==> src/rtl/ddr_mem_bridge_if.sv <==
// PicoRV32 native memory bus between the CPU (master) and the DDR bridge (slave).
interface ddr_mem_bridge_if;
  logic        mem_valid;
  logic [31:0] mem_addr;
  logic [31:0] mem_wdata;
  logic [3:0]  mem_wstrb;
  logic        mem_ready;
  logic [31:0] mem_rdata;

  modport master (
    output mem_valid, mem_addr, mem_wdata, mem_wstrb,
    input  mem_ready, mem_rdata
  );

  modport slave (
    input  mem_valid, mem_addr, mem_wdata, mem_wstrb,
    output mem_ready, mem_rdata
  );
endinterface

==> src/rtl/ddr_mem_bridge.sv <==
// PicoRV32 bus to ddr_model bridge; partial writes done as read-modify-write.
// Optional read timeout: define DDR_MEM_BRIDGE_TIMEOUT_EN.
module ddr_mem_bridge #(
  parameter int DATA_WIDTH     = 32,
  parameter int ADDR_W         = 10,
  parameter int TIMEOUT_CYCLES = 64
) (
  input  logic                  clk,
  input  logic                  reset,
  ddr_mem_bridge_if.slave       bus,
  output logic                  ddr_rd_req,
  output logic                  ddr_wr_req,
  output logic [ADDR_W-1:0]     ddr_addr,
  output logic [DATA_WIDTH-1:0] ddr_wr_data,
  input  logic [DATA_WIDTH-1:0] ddr_rd_data,
  input  logic                  ddr_rd_valid,
  output logic                  timeout_err
);

  localparam int NB = DATA_WIDTH / 8;

  typedef enum logic [2:0] {
    IDLE, RD, RD_WAIT, WR, RMW_RD, RMW_WAIT, RMW_WR, RESP
  } state_t;

  state_t state, state_n;

  logic [ADDR_W-1:0]     addr_q, addr_n;
  logic [DATA_WIDTH-1:0] wdata_q, wdata_n;
  logic [NB-1:0]         wstrb_q, wstrb_n;

  logic                  ready_q, ready_n;
  logic [DATA_WIDTH-1:0] rdata_q, rdata_n;
  logic                  rd_req_n, wr_req_n;
  logic [ADDR_W-1:0]     daddr_n;
  logic [DATA_WIDTH-1:0] dwdata_n;

  // rd_valid is registered so a response in the rd_req cycle is not lost
  logic                  rv_q;
  logic [DATA_WIDTH-1:0] rd_q;
  logic [DATA_WIDTH-1:0] merged;

  logic unused_addr;
  assign unused_addr = ^{bus.mem_addr[31:ADDR_W+2], bus.mem_addr[1:0]};

`ifdef DDR_MEM_BRIDGE_TIMEOUT_EN
  localparam int CW = $clog2(TIMEOUT_CYCLES + 1);
  logic [CW-1:0] cnt, cnt_n;
  logic          expired;
  logic          terr_q, terr_n;
  assign expired     = (cnt == CW'(TIMEOUT_CYCLES - 1));
  assign timeout_err = terr_q;
`else
  logic unused_timeout;
  assign unused_timeout = (TIMEOUT_CYCLES == 0);
  assign timeout_err    = 1'b0;
`endif

  assign bus.mem_ready = ready_q;
  assign bus.mem_rdata = rdata_q;

  always_comb begin
    merged = rd_q;
    for (int i = 0; i < NB; i++) begin
      if (wstrb_q[i]) merged[8*i +: 8] = wdata_q[8*i +: 8];
    end
  end

  always_comb begin
    state_n  = state;
    addr_n   = addr_q;
    wdata_n  = wdata_q;
    wstrb_n  = wstrb_q;
    ready_n  = 1'b0;
    rdata_n  = rdata_q;
    rd_req_n = 1'b0;
    wr_req_n = 1'b0;
    daddr_n  = ddr_addr;
    dwdata_n = ddr_wr_data;
`ifdef DDR_MEM_BRIDGE_TIMEOUT_EN
    cnt_n  = '0;
    terr_n = terr_q;
`endif
    unique case (state)
      IDLE: begin
        rdata_n = '0;
        if (bus.mem_valid) begin
          addr_n  = bus.mem_addr[ADDR_W+1:2];
          wdata_n = bus.mem_wdata;
          wstrb_n = bus.mem_wstrb;
          daddr_n = bus.mem_addr[ADDR_W+1:2];
          if (bus.mem_wstrb == '0) begin
            state_n  = RD;
            rd_req_n = 1'b1;
          end else if (bus.mem_wstrb == '1) begin
            state_n  = WR;
            wr_req_n = 1'b1;
            dwdata_n = bus.mem_wdata;
          end else begin
            state_n  = RMW_RD;
            rd_req_n = 1'b1;
          end
        end
      end
      RD: state_n = RD_WAIT;
      RD_WAIT: begin
`ifdef DDR_MEM_BRIDGE_TIMEOUT_EN
        cnt_n = cnt + CW'(1);
`endif
        if (rv_q) begin
          state_n = RESP;
          ready_n = 1'b1;
          rdata_n = rd_q;
        end
`ifdef DDR_MEM_BRIDGE_TIMEOUT_EN
        else if (expired) begin
          state_n = RESP;
          ready_n = 1'b1;
          rdata_n = 32'hDEAD_DEAD;
          terr_n  = 1'b1;
        end
`endif
      end
      WR: begin
        state_n = RESP;
        ready_n = 1'b1;
        rdata_n = '0;
      end
      RMW_RD: state_n = RMW_WAIT;
      RMW_WAIT: begin
`ifdef DDR_MEM_BRIDGE_TIMEOUT_EN
        cnt_n = cnt + CW'(1);
`endif
        if (rv_q) begin
          state_n  = RMW_WR;
          wr_req_n = 1'b1;
          dwdata_n = merged;
        end
`ifdef DDR_MEM_BRIDGE_TIMEOUT_EN
        else if (expired) begin
          state_n = RESP;
          ready_n = 1'b1;
          rdata_n = '0;
          terr_n  = 1'b1;
        end
`endif
      end
      RMW_WR: begin
        state_n = RESP;
        ready_n = 1'b1;
        rdata_n = '0;
      end
      RESP: begin
        state_n = IDLE;
        rdata_n = '0;
      end
      default: state_n = IDLE;
    endcase
  end

  always_ff @(posedge clk or negedge reset) begin
    if (!reset) begin
      state       <= IDLE;
      addr_q      <= '0;
      wdata_q     <= '0;
      wstrb_q     <= '0;
      ready_q     <= 1'b0;
      rdata_q     <= '0;
      ddr_rd_req  <= 1'b0;
      ddr_wr_req  <= 1'b0;
      ddr_addr    <= '0;
      ddr_wr_data <= '0;
      rv_q        <= 1'b0;
      rd_q        <= '0;
    end else begin
      state       <= state_n;
      addr_q      <= addr_n;
      wdata_q     <= wdata_n;
      wstrb_q     <= wstrb_n;
      ready_q     <= ready_n;
      rdata_q     <= rdata_n;
      ddr_rd_req  <= rd_req_n;
      ddr_wr_req  <= wr_req_n;
      ddr_addr    <= daddr_n;
      ddr_wr_data <= dwdata_n;
      rv_q        <= ddr_rd_valid;
      rd_q        <= ddr_rd_data;
    end
  end

`ifdef DDR_MEM_BRIDGE_TIMEOUT_EN
  always_ff @(posedge clk or negedge reset) begin
    if (!reset) begin
      cnt    <= '0;
      terr_q <= 1'b0;
    end else begin
      cnt    <= cnt_n;
      terr_q <= terr_n;
    end
  end
`endif

endmodule

==> src/flat_wrapper.sv <==
// flat-port wrapper written by rule: the top's interface ports become plain ports
module ddr_mem_bridge_flat 
#(
  parameter int DATA_WIDTH     = 32,
  parameter int ADDR_W         = 10,
  parameter int TIMEOUT_CYCLES = 64
)
  (clk, reset, ddr_rd_req, ddr_wr_req, ddr_addr, ddr_wr_data, ddr_rd_data, ddr_rd_valid, timeout_err, bus_mem_valid, bus_mem_addr, bus_mem_wdata, bus_mem_wstrb, bus_mem_ready, bus_mem_rdata);
  ddr_mem_bridge_if bus_i ();
  input  logic clk;
  input  logic reset;
  output logic ddr_rd_req;
  output logic ddr_wr_req;
  output logic [ADDR_W-1:0] ddr_addr;
  output logic [DATA_WIDTH-1:0] ddr_wr_data;
  input  logic [DATA_WIDTH-1:0] ddr_rd_data;
  input  logic ddr_rd_valid;
  output logic timeout_err;
  input wire logic [$bits(bus_i.mem_valid)-1:0] bus_mem_valid;
  input wire logic [$bits(bus_i.mem_addr)-1:0] bus_mem_addr;
  input wire logic [$bits(bus_i.mem_wdata)-1:0] bus_mem_wdata;
  input wire logic [$bits(bus_i.mem_wstrb)-1:0] bus_mem_wstrb;
  output wire logic [$bits(bus_i.mem_ready)-1:0] bus_mem_ready;
  output wire logic [$bits(bus_i.mem_rdata)-1:0] bus_mem_rdata;
  assign bus_i.mem_valid = bus_mem_valid;
  assign bus_i.mem_addr = bus_mem_addr;
  assign bus_i.mem_wdata = bus_mem_wdata;
  assign bus_i.mem_wstrb = bus_mem_wstrb;
  assign bus_mem_ready = bus_i.mem_ready;
  assign bus_mem_rdata = bus_i.mem_rdata;
  ddr_mem_bridge #(.DATA_WIDTH(DATA_WIDTH), .ADDR_W(ADDR_W), .TIMEOUT_CYCLES(TIMEOUT_CYCLES)) u_core (.clk(clk), .reset(reset), .bus(bus_i), .ddr_rd_req(ddr_rd_req), .ddr_wr_req(ddr_wr_req), .ddr_addr(ddr_addr), .ddr_wr_data(ddr_wr_data), .ddr_rd_data(ddr_rd_data), .ddr_rd_valid(ddr_rd_valid), .timeout_err(timeout_err));
endmodule
==> config.mk <==
export PLATFORM = sky130hd
export DESIGN_NAME = ddr_mem_bridge_flat
export DESIGN_NICKNAME = d
export VERILOG_FILES = /design/src/rtl/ddr_mem_bridge_if.sv /design/src/rtl/ddr_mem_bridge.sv /design/src/flat_wrapper.sv
export SDC_FILE = /design/constraint.sdc
export NUM_CORES = 1
export LEC_CHECK = 0
export BUFFER_PORTS_ARGS = -buffer_cell sky130_fd_sc_hd__buf_2
export CAP_MARGIN = 20
export CORE_MARGIN = 4
export CORE_UTILIZATION = 35
export DETAILED_ROUTE_END_ITERATION = 8
export REMOVE_ABC_BUFFERS = 1
export SLEW_MARGIN = 10
export SYNTH_ARGS = -nofsm -noshare
export SYNTH_HDL_FRONTEND = slang
export SYNTH_SLANG_ARGS = --single-unit
==> constraint.sdc <==
create_clock -name clk -period 1.8 [get_ports clk]
set_input_delay 0.18 -clock clk [delete_from_list [all_inputs] [get_ports clk]]
set_output_delay 0.18 -clock clk [all_outputs]
set_load 0.1 [all_outputs]
**Word level (Yosys, flattened, before mapping)**

Cells that the tools add are included.

- Flip-flop bits (word level): 149
- Bits of input ports: 104
- Output and inout bits: 78
- Word-level logic and storage cells: 61

- Eq/ne operators: 13
- Multiplexer cells: 27
- Reduce and logical (&&, ||, !) cells: 10

Operators with widths:

| cell | number |
|---|---|
| two-way mux 32 bit | 5 |
| case mux 32 bit (2 select lines) | 2 |
| two-way mux 8 bit | 4 |
| case mux 3 bit (7 select lines) | 1 |
| two-way mux 3 bit | 5 |
| == test 3 bit, second input constant | 4 |
| two-way mux 1 bit | 8 |
| == test 3 x 2 -> 1 bit, second input constant | 2 |
| inequality test 2 x 1 -> 1 bit, second input constant | 3 |
| AND reduction 5 bit | 1 |
| == test 4 bit, second input constant | 1 |
| zero test 4 bit | 1 |
| inequality test 2 bit, second input constant | 2 |
| case mux 1 bit (2 select lines) | 2 |
| AND reduction 2 bit | 2 |
| nonzero test 2 bit | 2 |
| OR reduction 4 bit | 1 |
| == test 3 x 1 -> 1 bit, second input constant | 1 |
| zero test 3 bit | 1 |
| AND reduction 3 bit | 1 |
| OR reduction 2 bit | 1 |

**Longest topological paths before layout**

- Word-level depth: 5
- Depth in mapped cells: 7

**Worst setup path after synthesis**

No wires, ideal clock.

- Path kind: reg2reg
- Start point: register u_core.state[2]
- End point: register u_core.ddr_wr_data[0]
- Library setup time: 126 ps
- Arrival: 1560 ps
- Data required time: 1674 ps
- Slack: 114 ps
- Stages on the path, launching flop included: 8
- Clock period less this slack: 1686 ps
- Cells stage by stage: dfrtp_1 buf_6 and3b_1 buf_6 a22o_1 buf_6 buf_6 mux2_4

- Longest elaborated chain between the ends: 3
- Elaborated cells between the ends (all ways): 9
- Classes of those cells: 5 x eq/ne; 1 x mux; 3 x reduce/logical

RTL lines:

| element | line | text |
|---|---|---|
| start, declared | ddr_mem_bridge.sv:26 | `state_t state, state_n;` |
| start signal, assigned | ddr_mem_bridge.sv:176 | `state <= state_n;` |
| == test 3 bit / zero test 3 bit (equally long branches) | ddr_mem_bridge.sv:84 | `unique case (state)` |
| inequality test 2 x 1 -> 1 bit (no source line) (tied with other cells) | -- |  |
| AND reduction 5 bit (no source line) | -- |  |
| end signal, assigned | ddr_mem_bridge.sv:185 | `ddr_wr_data <= dwdata_n;` |
| end, declared | ddr_mem_bridge.sv:14 | `output logic [DATA_WIDTH-1:0] ddr_wr_data,` |

Parallel ways exist; a longest one is shown, timed or not.
A chain may end at the register's enable or synchronous reset.

**Worst setup path after layout**

- Start point: register u_core.wstrb_q[0]
- End point: register u_core.ddr_wr_data[7]

- Longest elaborated chain between the ends: 3

RTL lines:

| element | line | text |
|---|---|---|
| start, declared | ddr_mem_bridge.sv:30 | `logic [NB-1:0] wstrb_q, wstrb_n;` |
| start signal, assigned | ddr_mem_bridge.sv:179 | `wstrb_q <= wstrb_n;` |
| two-way mux 8 bit | ddr_mem_bridge.sv:65 | `if (wstrb_q[i]) merged[8*i +: 8] = wdata_q[8*i +: 8];` |
| two-way mux 32 bit | ddr_mem_bridge.sv:134 | `if (rv_q) begin` |
| case mux 32 bit (2 select lines) | ddr_mem_bridge.sv:84 |  |

Every way passes these cells. The select of a mux whose other input is x is not followed.

==> metrics.txt <==
status=complete, no violations; Mapped Avg Cell Area=16.1 sq um; synthesis-to-layout area growth=38.9%; ant diodes=0; crit share post-route=92.2%; full die area=19500 sq um; CTS tree=done; layout cells sized above 1=57.5%; via count=3969; routed vias/inst=4.74; internal cell power=0.00945 W; max cap viols=0; slowest cell on the critical path=dfrtp_1; Hold/Removal Path Class=in -> reg; Core Footprint=16800 sq um; register share of total power=29.3%; synth top area cells=dfrtp_1 61%, mux2_2 21%, mux2_4 7.2%; clk slew on worst S/H paths=0.06 ns; register area share after synthesis=61.4%; die height=140 microns; Power Dens Cells=2100 nW/um^2; Fmax=602 MHz; Post-Route Skew=0.00881 ns; Buffers on Ports=158; leak pwr=4.00 nW; unrepaired setup endpoints after global routing=no; post-synth top area cell=dfrtp_1; Worst Path Arrival=1.95 ns; routability-driven placement congestion ratio=0.743; first-pass GRT wire length=23.9 mm; Final ANT Viol Nets=0; total track usage=15.6%; initial DRC count=62; number of global-route vias before repair=4431; Synth Warn #=0; Hold Fails Final Rpt=0; Rows=47; Mapped Cells=378; Setup Viol. Count Final=0; most frequent cells in the layout=157 x buf_2, 149 x dfrtp_1, 113 x mux2_2; post-route cell area=8430 sq um; CP required=2.09 ns; Startpoint Class=flip-flop; clock share of power=19.9%; DRT Pass-1 Iters=4; final design utilization=50.1%; Syn Std Cell Area=6070 sq um; total gr overflow=0; Slew Viols, Final=0; crit path kind=reg -> reg; CP cell instances=mux2_2, mux2_2, mux2_4; nets@finish=709; sw frac=46.6%; Starting Density=36.1%; PostCTS Resize Cnt=0; CTS buffer count=17; Detailed Route WL=14.7 mm; largest net degree at the start of global routing=46; Clock Tree Buf Depth=2; minimum clock period=1.66 ns; H-tree depth=4; # Post-CTS Setup Buffers=0; clock latency on the worst-skew pair=0.41 ns; dpl cell area=7260 sq um; Power, Total=0.0177 W; maximum VDD drop=1.38 mV; Cell variety after synth=31; Net Switching=0.00824 W; critical path's largest stage delay=0.62 ns; CP Max Fanout=9; initial antenna violation count=2; Logic pwr share=50.8%; post-DP HPWL=9.80 mm; Worst Setup End Kind=flip-flop; Synth Register Bits=149; io pins=182; clock sink count=149; Crit path top cell by count=mux2_2; die width=140 microns; Fill cells=1486; share of the synthesized area in the top cell type=61.4%; Wirelength per Cell=17.6 microns; drt drc=0; commonest non-fill, non-tap cell in the layout=buf_2; Root Driver=clkbuf_16
-- metal layers --
layer / track usage [%] / share of wire, % / vias to the layer above
met2: 25.8 / 49 / 119
met4: 3.82 / 0.86 / 4
met3: 5.93 / 7.3 / 14
li1: - / - / 1825
met5: 0 / 0.18 / -
met1: 19.4 / 43 / 2007
-- flip-flops by register name (all words and copies together), names as in the netlist --
signal                flops
u_core.bus.mem_ready      1
u_core.rd_q              32
u_core.ddr_rd_req         1
u_core.wstrb_q            4
u_core.state              3
u_core.ddr_addr          10
u_core.ddr_wr_data       32
u_core.ddr_wr_req         1
u_core.rv_q               1
u_core.wdata_q           32
u_core.bus.mem_rdata     32
-- power groups by stage --
stage	Clock, W	Sequential, W	Combinational [W]
2_1_floorplan	0	0.00953	0.00265
3_3_place_gp	0	0.00520	0.00886
3_5_place_dp	0	0.00525	0.00897
4_1_cts	0.00365	0.00520	0.00908
5_1_grt	0.00378	0.00534	0.00938
6_report	0.00352	0.00519	0.00899
-- per-stage QoR --
stage | setup WS (ns) | hold slack [ns] | setup TNS [ns] | std cells
final | 0.140 | 0.0221 | 0 | 837
after global routing | 0.0886 | 0.00175 | 0 | 837
after CTS | 0.125 | 0.000360 | 0 | 837
after detailed placement | 0.131 | 0.0724 | 0 | 747
after global placement | 0.162 | 0.0656 | 0 | 747
after floorplan | -3.35 | -0.116 | -207.87 | 350
-- critical path: cells and delay by family, from the launching register on --
kind | cells | cell delay [ns]
muxes | 3 | 0.92
DFF | 1 | 0.62
-- synth_stat cells --
library cell,count
buf_2,9
o211ai_1,1
nor2_1,2
nand3_1,1
buf_1,3
a22o_1,33
o21ai_1,1
o21ai_0,3
a21oi_1,2
dfrtp_1,149
nor4b_2,1
a2bb2oi_1,1
and2_1,1
conb_1,1
inv_1,1
and3_1,1
mux2_2,113
or4b_2,1
clkbuf_1,6
nor3_1,1
and4_1,1
nor4_1,1
nor3b_1,1
or4b_1,1
and3b_1,1
o221ai_1,1
buf_4,4
buf_6,6
nand2_1,1
nor2b_1,1
mux2_4,29
-- path summary, 6_finish.rpt --
path                                   start                       end  slack (ns)  cells past startpoint
setup / recovery           u_core.wstrb_q[0]     u_core.ddr_wr_data[7]        0.14                      3
hold / removal             bus_mem_wdata[14]        u_core.wdata_q[14]        0.02                      2
setup reg to reg           u_core.wstrb_q[0]     u_core.ddr_wr_data[7]        0.14                      3
hold reg to reg              u_core.rd_q[16]  u_core.bus.mem_rdata[16]        0.49                      1
max in group asynchronous              reset               u_core.rv_q        1.04                      3
min in group asynchronous              reset            u_core.rd_q[1]        0.20                      2
-- logic make-up after synthesis --
| family | after synthesis | share of synthesized area (%) |
|---|---|---|
| compound gates | 42 | 5.67 |
| buf+inv | 29 | 2.97 |
| flops | 149 | 61.4 |
| mux | 142 | 28.1 |
| other cells | 1 | 0.0618 |
| simple gates | 15 | 1.75 |
-- timing repair --
| action | in CTS | in global routing |
|---|---|---|
| hold buffers | 59 | 0 |
| endpoints found under the hold margin | 207 | 0 |
| setup endpoints to repair | 0 | 0 |
-- cell type report --
cell class | count | area, sq um | share of cell area (%)
Clock buffer | 22 | 484 | 5.74
Clock inverter | 9 | 101 | 1.20
Inverter | 1 | 3.75 | 0.0445
Multi-Input combinational cell | 200 | 2190 | 25.9
Sequential cell | 149 | 3730 | 44.2
Tap cell | 220 | 275 | 3.26
Timing Repair Buffer | 236 | 1660 | 19.6
No activity file was read; power rests on OpenSTA's default activity.
